<file path="src/rtl/clint_pkg.sv">
// Shared constants, register decode and byte-merge helper for the core-local interruptor.
package clint_pkg;

    localparam logic [15:0] MSIP_OFF        = 16'h0000;
    localparam logic [15:0] MTIMECMP_LO_OFF = 16'h4000;
    localparam logic [15:0] MTIMECMP_HI_OFF = 16'h4004;
    localparam logic [15:0] MTIME_LO_OFF    = 16'hBFF8;
    localparam logic [15:0] MTIME_HI_OFF    = 16'hBFFC;

    localparam logic [63:0] MTIMECMP_RST = 64'hFFFF_FFFF_FFFF_FFFF;

    typedef enum logic [0:0] {
        StIdle,
        StAck
    } bus_state_e;

    typedef enum logic [2:0] {
        RegNone,
        RegMsip,
        RegCmpLo,
        RegCmpHi,
        RegTimeLo,
        RegTimeHi
    } reg_sel_e;

    function automatic reg_sel_e decode_offset(input logic [15:0] off);
        case (off)
            MSIP_OFF:        return RegMsip;
            MTIMECMP_LO_OFF: return RegCmpLo;
            MTIMECMP_HI_OFF: return RegCmpHi;
            MTIME_LO_OFF:    return RegTimeLo;
            MTIME_HI_OFF:    return RegTimeHi;
            default:         return RegNone;
        endcase
    endfunction

    // Byte i of the result comes from new_word when sel[i] is set, else from old_word.
    function automatic logic [31:0] merge_bytes(input logic [31:0] old_word,
                                                input logic [31:0] new_word,
                                                input logic [3:0]  sel);
        logic [31:0] merged;
        merged = old_word;
        for (int i = 0; i < 4; i++) begin
            if (sel[i]) begin
                merged[8*i +: 8] = new_word[8*i +: 8];
            end
        end
        return merged;
    endfunction

endpackage

</file>
<file path="src/rtl/wishbone.sv">
// Single-beat classic Wishbone bundle shared by the LSU master and its slaves.
interface wishbone #(
    parameter int unsigned XLEN = 32
);
    logic [XLEN-1:0]   ADR;
    logic [XLEN/8-1:0] SEL;
    logic              WE;
    logic              STB;
    logic              CYC;
    logic [XLEN-1:0]   DAT_W;
    logic [XLEN-1:0]   DAT_R;
    logic              ACK;

    modport MASTER (output ADR, SEL, WE, STB, CYC, DAT_W, input DAT_R, ACK);
    modport SLAVE  (input ADR, SEL, WE, STB, DAT_W, output DAT_R, ACK);

endinterface

</file>
<file path="src/rtl/clint_prescaler.sv">
// Divides the core clock into a one-cycle mtime tick strobe every TICK_DIV cycles.
module clint_prescaler #(
    parameter int unsigned TICK_DIV = 1
) (
    input  logic clk,
    input  logic rst_n,
    output logic tick_o
);

    localparam int unsigned CntW = (TICK_DIV > 1) ? $clog2(TICK_DIV) : 1;
    localparam logic [CntW-1:0] CntMax = CntW'(TICK_DIV - 1);

    logic [CntW-1:0] cnt_q, cnt_d;

    assign tick_o = (cnt_q == CntMax);

    always_comb begin
        cnt_d = cnt_q + CntW'(1);
        if (tick_o) begin
            cnt_d = '0;
        end
    end

    always_ff @(posedge clk or negedge rst_n) begin
        if (!rst_n) begin
            cnt_q <= '0;
        end else begin
            cnt_q <= cnt_d;
        end
    end

endmodule

</file>
<file path="src/rtl/wb_clint.sv">
// Wishbone core-local interruptor: msip, 64-bit mtime/mtimecmp, timer and software IRQs.
// Define CLINT_MTIME_WRITE_EN to make mtime writable; otherwise mtime writes are discarded.
module wb_clint
    import clint_pkg::*;
#(
    parameter int unsigned XLEN     = 32,
    parameter int unsigned TICK_DIV = 1
) (
    input  logic   clk,
    input  logic   rst_n,
    wishbone.SLAVE bus,
    output logic   timer_irq,
    output logic   soft_irq
);

    if (XLEN != 32) begin : g_bad_xlen
        $error("wb_clint supports XLEN = 32 only");
    end
    if (TICK_DIV < 1) begin : g_bad_tick_div
        $error("wb_clint requires TICK_DIV >= 1");
    end

    bus_state_e  state_q, state_d;
    logic [31:0] dat_r_q, dat_r_d;
    logic [63:0] mtime_q, mtime_d;
    logic [63:0] mtimecmp_q, mtimecmp_d;
    logic        msip_q, msip_d;
    logic        timer_irq_q;

    logic        tick;
    logic        req;
    logic        wr_en;
    reg_sel_e    reg_sel;
    logic [31:0] wdata;
    logic [3:0]  sel;
    logic [31:0] rdata;
    logic [63:0] mtime_inc;
    logic        unused_adr;

    clint_prescaler #(
        .TICK_DIV(TICK_DIV)
    ) u_prescaler (
        .clk   (clk),
        .rst_n (rst_n),
        .tick_o(tick)
    );

    // Requests are only taken in idle, so STB held through the ack cycle is not a new access.
    assign req        = (state_q == StIdle) && bus.STB;
    assign wr_en      = req && bus.WE;
    assign reg_sel    = decode_offset(bus.ADR[15:0]);
    assign wdata      = bus.DAT_W;
    assign sel        = bus.SEL;
    assign unused_adr = ^bus.ADR[31:16];

    always_comb begin
        state_d = state_q;
        unique case (state_q)
            StIdle: if (bus.STB) state_d = StAck;
            StAck:  state_d = StIdle;
            default: state_d = StIdle;
        endcase
    end

    always_comb begin
        rdata = '0;
        unique case (reg_sel)
            RegMsip:   rdata = {31'b0, msip_q};
            RegCmpLo:  rdata = mtimecmp_q[31:0];
            RegCmpHi:  rdata = mtimecmp_q[63:32];
            RegTimeLo: rdata = mtime_q[31:0];
            RegTimeHi: rdata = mtime_q[63:32];
            default:   rdata = '0;
        endcase
    end

    always_comb begin
        dat_r_d = '0;
        if (req && !bus.WE) begin
            dat_r_d = rdata;
        end
    end

    // Written mtime bytes override the tick; unwritten bytes keep their incremented value.
    always_comb begin
        mtime_inc  = mtime_q + 64'(tick);
        mtime_d    = mtime_inc;
        mtimecmp_d = mtimecmp_q;
        msip_d     = msip_q;
        if (wr_en) begin
            unique case (reg_sel)
                RegMsip: begin
                    if (sel[0]) msip_d = wdata[0];
                end
                RegCmpLo:  mtimecmp_d[31:0]  = merge_bytes(mtimecmp_q[31:0], wdata, sel);
                RegCmpHi:  mtimecmp_d[63:32] = merge_bytes(mtimecmp_q[63:32], wdata, sel);
`ifdef CLINT_MTIME_WRITE_EN
                RegTimeLo: mtime_d[31:0]     = merge_bytes(mtime_inc[31:0], wdata, sel);
                RegTimeHi: mtime_d[63:32]    = merge_bytes(mtime_inc[63:32], wdata, sel);
`endif
                default: ;
            endcase
        end
    end

    always_ff @(posedge clk or negedge rst_n) begin
        if (!rst_n) begin
            state_q     <= StIdle;
            dat_r_q     <= '0;
            mtime_q     <= '0;
            mtimecmp_q  <= MTIMECMP_RST;
            msip_q      <= 1'b0;
            timer_irq_q <= 1'b0;
        end else begin
            state_q     <= state_d;
            dat_r_q     <= dat_r_d;
            mtime_q     <= mtime_d;
            mtimecmp_q  <= mtimecmp_d;
            msip_q      <= msip_d;
            timer_irq_q <= (mtime_q >= mtimecmp_q);
        end
    end

    assign bus.ACK   = (state_q == StAck);
    assign bus.DAT_R = dat_r_q;
    assign timer_irq = timer_irq_q;
    assign soft_irq  = msip_q;

endmodule
</file>
<file path="src/flat_wrapper.sv">
// flat-port wrapper written by rule: the top's interface ports become plain ports
module wb_clint_flat import clint_pkg::*;
#(
    parameter int unsigned XLEN     = 32,
    parameter int unsigned TICK_DIV = 1
)
  (clk, rst_n, timer_irq, soft_irq, bus_ADR, bus_SEL, bus_WE, bus_STB, bus_DAT_W, bus_DAT_R, bus_ACK);
  wishbone #(.XLEN(XLEN)) bus_i ();
  input  logic clk;
  input  logic rst_n;
  output logic timer_irq;
  output logic soft_irq;
  input wire logic [$bits(bus_i.ADR)-1:0] bus_ADR;
  input wire logic [$bits(bus_i.SEL)-1:0] bus_SEL;
  input wire logic [$bits(bus_i.WE)-1:0] bus_WE;
  input wire logic [$bits(bus_i.STB)-1:0] bus_STB;
  input wire logic [$bits(bus_i.DAT_W)-1:0] bus_DAT_W;
  output wire logic [$bits(bus_i.DAT_R)-1:0] bus_DAT_R;
  output wire logic [$bits(bus_i.ACK)-1:0] bus_ACK;
  assign bus_i.ADR = bus_ADR;
  assign bus_i.SEL = bus_SEL;
  assign bus_i.WE = bus_WE;
  assign bus_i.STB = bus_STB;
  assign bus_i.DAT_W = bus_DAT_W;
  assign bus_DAT_R = bus_i.DAT_R;
  assign bus_ACK = bus_i.ACK;
  wb_clint #(.XLEN(XLEN), .TICK_DIV(TICK_DIV)) u_core (.clk(clk), .rst_n(rst_n), .bus(bus_i), .timer_irq(timer_irq), .soft_irq(soft_irq));
endmodule
</file>
<file path="config.mk">
export PLATFORM = sky130hd
export DESIGN_NAME = wb_clint_flat
export DESIGN_NICKNAME = d
export VERILOG_FILES = /design/src/rtl/clint_pkg.sv /design/src/rtl/wishbone.sv /design/src/rtl/clint_prescaler.sv /design/src/rtl/wb_clint.sv /design/src/flat_wrapper.sv
export SDC_FILE = /design/constraint.sdc
export NUM_CORES = 1
export LEC_CHECK = 0
export BUFFER_PORTS_ARGS = -buffer_cell sky130_fd_sc_hd__clkbuf_2
export CAP_MARGIN = 20
export CORE_ASPECT_RATIO = 1.1
export CORE_MARGIN = 4
export CORE_UTILIZATION = 25
export CTS_CLUSTER_SIZE = 40
export DETAILED_ROUTE_END_ITERATION = 16
export GPL_TIMING_DRIVEN = 0
export SLEW_MARGIN = 10
export SYNTH_ARGS = -nofsm -noshare
export SYNTH_HDL_FRONTEND = slang
export SYNTH_SLANG_ARGS = --single-unit
</file>
<file path="constraint.sdc">
create_clock -name clk -period 2.3 [get_ports clk]
set_input_delay 0.23 -clock clk [delete_from_list [all_inputs] [get_ports clk]]
set_output_delay 0.23 -clock clk [all_outputs]
set_load 0.02 [all_outputs]
</file>
# Yosys cells after proc, flatten, opt, wreduce, memory -nomap -nowiden

Cells that the tools add are included.
Widths: inputs -> output; s select.

Add/subtract/negate cells: 2
Magnitude comparators: 1
Eq/ne operators: 9
Mux-type cells: 6
Bitwise gates (word level): 2
Reductions and logical operators: 14

Operators by type and width:

| kind                 | count |
|---|---|
| $pmux 32 s5          | 1 |
| $add 64x1->64        | 1 |
| $ge 64x64->1         | 1 |
| $eq 16x15->1 const B | 2 |
| $eq 16x16->1 const B | 2 |
| $mux 32              | 1 |
| $reduce_and 3->1     | 9 |
| $logic_not 16->1     | 1 |
| $pmux 3 s5           | 1 |
| $eq 3x2->1 const B   | 2 |
| $eq 3x3->1 const B   | 2 |
| $eq 3x1->1 const B   | 1 |
| $logic_and 1x1->1    | 3 |
| $mux 1               | 2 |
| $not 1->1            | 2 |
| $pmux 1 s2           | 1 |
| $add 1x1->1 const B  | 1 |
| $logic_not 1->1      | 1 |

Bits in registers: 164
Bits of input ports: 72
Output and inout port bits: 35
Word-level logic and storage cells: 48

# Longest topological paths before layout

Word-level depth: 5
Gate-level depth with buffers: 9
Mapped depth without buffers: 8

# Hierarchy

A second synthesis with hierarchy kept.

Cells, all modules: 793
Area, all modules: 8857.2 um^2

By module, submodules not included:

| module          | times used | cells an instance | area each (um^2) | seq. area each (um^2) |
|---|---|---|---|---|
| wb_clint        | 1          | 791               | 8846.0           | 4159.0 |
| clint_prescaler | 1          | 2                 | 11.3             | 0.0 |

# Least setup slack after synthesis

Ideal clock, no wire load.

Path kind: flip-flop to flip-flop
Start: register u_core.mtimecmp_q[39]
End: register u_core.timer_irq_q (netlist: u_core.timer_irq)
Library setup time: 0.142 ns
Arrival: 1.930 ns
Required time: 2.158 ns
Path slack: 0.227 ns
Stages on the path, launching flop included: 9
Buffers on the path: 0
Period minus slack after synthesis: 2.073 ns
Cells stage by stage: dfstp_2 > inv_1 > ha_1 > a2111oi_0 > o21ai_0 > a21oi_1 > o21ai_0 > a2111oi_0 > o21ai_0

Word-level cells in the longest chain between the ends: 1

Ends and longest elaborated chain:

| what                   | RTL line        | text |
|---|---|---|
| from (decl)            | wb_clint.sv:26  | `logic [63:0] mtimecmp_q, mtimecmp_d;` |
| from (signal assigned) | wb_clint.sv:118 | `mtimecmp_q <= mtimecmp_d;` |
| $ge 64x64->1           | wb_clint.sv:120 | `timer_irq_q <= (mtime_q >= mtimecmp_q);` |
| to (signal assigned)   | wb_clint.sv:120 |  |
| to (decl)              | wb_clint.sv:28  | `logic timer_irq_q;` |

Every way passes these cells.
A chain may end at the register's enable or synchronous reset.

# Worst setup path after layout

Start: register u_core.mtimecmp_q[59]
End: register u_core.timer_irq_q (netlist: u_core.timer_irq)

Same word-level chain as after synthesis.

==> tab_implementation.tex <==
\begin{tabular}{lr}
\hline
Metric & Value \\
\hline
\multicolumn{2}{l}{\textbf{Drt}} \\
ANT nets after route & 0 \\
Count of vias placed by the detailed router & just under 7000 \\
Vias per std cell & around 4.7 \\
Remaining design rule violation count & 0 \\
TritonRoute pass-1 iters & 5 \\
Number of violations reported at the end of detailed-routing iteration 0 & 351 \\
Post-detailed-routing wire length & about 24 mm \\
Routed length per instance & $\sim$16 microns \\
\multicolumn{2}{l}{\textbf{Placed design}} \\
RePlAce Congestion & between 0.8 and 0.9 \\
Total of buffers placed on input and output ports & 90 \\
Post-place instance area & 9950 sq um \\
Post-detail-place hpwl & between 15 and 20 mm \\
\multicolumn{2}{l}{\textbf{STA}} \\
Final worst path period share & slightly below 100\% \\
Final total negative setup slack & 0 ns \\
Final hold violation count & 0 \\
Setup violators final & 0 \\
Fin crit period & 2.23 ns \\
Maximum clock skew at final layout & between 0.01 and 0.015 ns \\
Pins Over Slew Limit & 0 \\
RSZ-0062 raised after global routing & yes \\
Tightest Pin Transition & just under 0.9 ns \\
Max Fclk & 448 MHz \\
Worst relative slew slack & approximately two fifths \\
\multicolumn{2}{l}{\textbf{Clock network}} \\
Number of buffers created by CTS & 17 \\
CTS clock-pin slew for the worst setup and hold paths & roughly 0.07 ns \\
Clock root buffer & clkbuf\_16 \\
Sink Count & about 160 \\
CTS tree & done \\
H-tree depth reported by CTS & 4 \\
Clock latency on the worst-skew pair & $\sim$0.43 ns \\
Clock Path Buffers & 2 \\
\multicolumn{2}{l}{\textbf{Setup path}} \\
Data required time of the critical path & about 2.6 ns \\
Critical path startpoint category & flip-flop \\
Critical Setup Path Class & reg -> reg \\
R2R Setup Slk & around 0.066 ns \\
Slowest cell on the critical path & dfstp\_2 \\
Family with the most delay on the worst path & simple AND/OR/NAND/NOR gates \\
Worst r2r src & u\_core.mtimecmp\_q[59] \\
Capturing point of the worst reg2reg path & u\_core.timer\_irq \\
Most common cell type on the critical path & nand4\_1 \\
Highest net fanout along the worst path & 3 \\
Signal arrival time at the worst endpoint & 2.57 ns \\
Buf+Inv Stages, Crit Path & 1 \\
Ordered list of cells on the worst path & inv\_1 -> ha\_1 -> nand4\_1 -> nor4\_4 -> nand4\_1 -> o21ai\_2 \\
Path depth of the worst reg2reg path & 6 \\
Crit. End Element & flip-flop \\
CP max stage delay & approximately 0.52 ns \\
\multicolumn{2}{l}{\textbf{Power}} \\
Worst voltage drop across the vdd grid & approximately 0.5 mV \\
Leakage power of the design & between 5 and 6 nW \\
Total power & 5.94 mW \\
Areal power density over the cells & around 550 nW/um\^{}2 \\
\multicolumn{2}{l}{\textbf{Cells and area}} \\
Number of nets at the end of the flow & $\sim$1100 \\
Relative area change from synthesis to final layout & 22.3\% \\
Final core area utilization & between 30\% and 40\% \\
Design area & 10900 sq um \\
Antenna cell count & 0 \\
Fraction of layout instances using a drive strength above 1 & approximately 28\% \\
\multicolumn{2}{l}{\textbf{Synthesis}} \\
Library cell occupying the most area in the post-synthesis netlist & dfrtp\_1 \\
Syn. warnings & 0 \\
Net count after synthesis & 1002 \\
Complex-gate fraction of the synthesized area & under 10\% \\
Simple-gate share of the synthesized area & 15.4\% \\
Post-synthesis cell type count & 50 \\
Synthesized cell area & a little under 9000 sq um \\
Mux share of post-synthesis cell area & under 10\% \\
Syn Inst Count & around 870 \\
Average size of a mapped cell & 10.3 sq um \\
Main combinational cell family by area after synthesis & simple AND/OR/NAND/NOR gates \\
Cell types with the largest area share after synthesis & dfrtp\_1, dfstp\_2, ha\_1, mux2\_2, xnor2\_1 \\
Post-synthesis share of cell area spent on full adders, half adders and majority gates & 9.13\% \\
Seq cells post-synth & roughly 160 \\
Fraction of synthesized cell area taken by the top area cell type & around 28\% \\
Sequential-to-total area share from yosys stat & roughly 47\% \\
Xor/xnor share of the synthesized area & about 6.1\% \\
\multicolumn{2}{l}{\textbf{Worst hold path}} \\
Class of the tightest hold or removal check & in -> reg \\
Hold path startpoint & bus\_DAT\_W[12] \\
Hold path cells & 3 \\
Worst Hold Path EP & u\_core.mtimecmp\_q[44] \\
\multicolumn{2}{l}{\textbf{Floorplanning}} \\
Area inside the core boundary & between 30000 and 40000 sq um \\
Top-level port count & approximately 110 \\
Std-Cell Rows & 72 \\
Die outline area & 38700 sq um \\
Vert. Die Dim & approximately 210 microns \\
Initial standard-cell utilization of the core & 25.3\% \\
Die outline width & 188 microns \\
\multicolumn{2}{l}{\textbf{Global route}} \\
Vias in the first global route & 7050 \\
Final global-route overflow total & 0 \\
Global-route wire length before repair & between 30 and 40 mm \\
Maximum number of pins on one net before global-route repair & just under 100 \\
Global Route Usage Sum & 12.4\% \\
Number of antenna violations at the first check in global routing & 0 \\
\multicolumn{2}{l}{\textbf{Flow run}} \\
Number of maximum-capacitance violations & 0 \\
\multicolumn{2}{l}{\textbf{Run status}} \\
Result of the run & finished clean \\
\hline
\end{tabular}
-- how the worst max path moves through the flow --
stage | slack (ns) | start | endpoint | depth (start not counted)
floorplan | 0.23 | u_core.mtimecmp_q[39] | u_core.timer_irq | 8
global placement | -1.94 | rst_n | u_core.bus.DAT_R[3] | 1
detailed placement | -0.33 | u_core.mtimecmp_q[39] | u_core.timer_irq | 8
CTS | 0.005 | u_core.mtimecmp_q[47] | u_core.timer_irq | 8
global route | -0.03 | u_core.mtimecmp_q[59] | u_core.timer_irq | 6
finish | 0.07 | u_core.mtimecmp_q[59] | u_core.timer_irq | 6
-- layout by cell type (no fill, tap or decap), types with 4 or more instances in the layout --
| master | count |
|---|---|
| a21o_1 | 7 |
| a21oi_1 | 51 |
| and3_1 | 13 |
| and4_1 | 10 |
| buf_2 | 9 |
| buf_4 | 6 |
| buf_6 | 5 |
| clkbuf_1 | 8 |
| clkbuf_16 | 17 |
| clkbuf_2 | 89 |
| clkinv_4 | 4 |
| dfrtp_1 | 98 |
| dfstp_2 | 64 |
| dlygate4sd3_1 | 22 |
| ha_1 | 64 |
| inv_1 | 70 |
| inv_6 | 4 |
| mux2_2 | 35 |
| mux2i_1 | 32 |
| nand2_1 | 82 |
| nand3_1 | 26 |
| nand4_1 | 23 |
| nor2_1 | 57 |
| nor3_1 | 5 |
| nor3_2 | 4 |
| nor4_1 | 8 |
| o21ai_0 | 40 |
| o21ai_1 | 5 |
| o22ai_1 | 30 |
| xnor2_1 | 43 |
| xor2_1 | 19 |
-- area by class of cell --
| class | instances | area (sq um) |
|---|---|---|
| multi-input cells | 606 | 4460 |
| well taps | 444 | 556 |
| repair buffers | 115 | 722 |
| clock buffers | 17 | 425 |
| inverters | 70 | 263 |
| flip-flops and latches | 163 | 4160 |
| clock inverters | 15 | 148 |
| fillers | 3651 | 24200 |
| plain buffers | 26 | 161 |
-- synth_stat cells (all sizes together) --
cell / count
a22oi: 2
xnor2: 43
a21o: 7
o211ai: 2
xor2: 19
dfrtp: 99
a2111o: 1
or2: 3
clkbuf: 8
ha: 65
o22ai: 30
and2: 3
nor3: 11
a221oi: 3
or3: 2
a2111oi: 3
nor4: 13
mux2: 35
nand3b: 1
nor2b: 3
nand3: 27
a211oi: 2
and4: 10
and3: 13
dfstp: 64
a21oi: 52
nand2: 82
nand4: 27
o21bai: 1
mux2i: 32
a31oi: 2
nor2: 61
nand2b: 2
o21ai: 48
buf: 18
o21a: 1
inv: 70
-- sequential cells by signal, summed over array words and instances, names as in the netlist --
signal / cells
u_core.bus.ACK: 1
u_core.mtimecmp_q: 64
u_core.mtime_q: 64
u_core.bus.DAT_R: 32
u_core.soft_irq: 1
u_core.timer_irq: 1
-- worst reg2reg max path, cell delays in order, from the launching register on --
cell     delay [ns]
dfstp_2        0.52
inv_1          0.06
ha_1           0.32
nand4_1        0.23
nor4_4         0.49
nand4_1        0.26
o21ai_2        0.25
-- layer usage --
layer	global-route usage [%]	routed length, microns	vias to the layer above
met1	15.8	10600	3267
met5	0.513	0	-
li1	-	-	3321
met3	3.29	1140	17
met4	3.85	416	0
met2	20.6	11500	170
-- where the power goes --
| part | total, mW | switching, mW | internal, mW |
|---|---|---|---|
| Clock | 2.81 | 1.29 | 1.52 |
| Combinational | 0.256 | 0.153 | 0.103 |
| Sequential | 2.87 | 0.000780 | 2.87 |
| Total | 5.94 | 1.44 | 4.50 |
-- what timing repair did --
item                       in CTS  in global routing
buffers inserted                0                  2
pin swaps                       3                  3
setup endpoints to repair       1                 30
gates cloned                    0                  0
hold buffers                   22                  0
gates resized for setup        17                 11
hold endpoints to repair       66                  0
-- cells by family after synthesis --
group,Yosys count
xor+xnor,62
fa+ha+maj,65
flops,163
mux,67
simple gates,258
buf+inv,96
compound gates,154
-- metrics by stage --
stage	std cells	hold WS (ns)	setup WS, ns
after CTS	1454	0.000338	0.00548
after global routing	1456	0.00508	-0.0282
after detailed placement	1400	0.372	-0.335
final	1456	0.0201	0.0662
after global placement	1399	0.434	-1.94
after floorplan	865	-0.0656	0.227
Power figures use the tool's default switching activity.
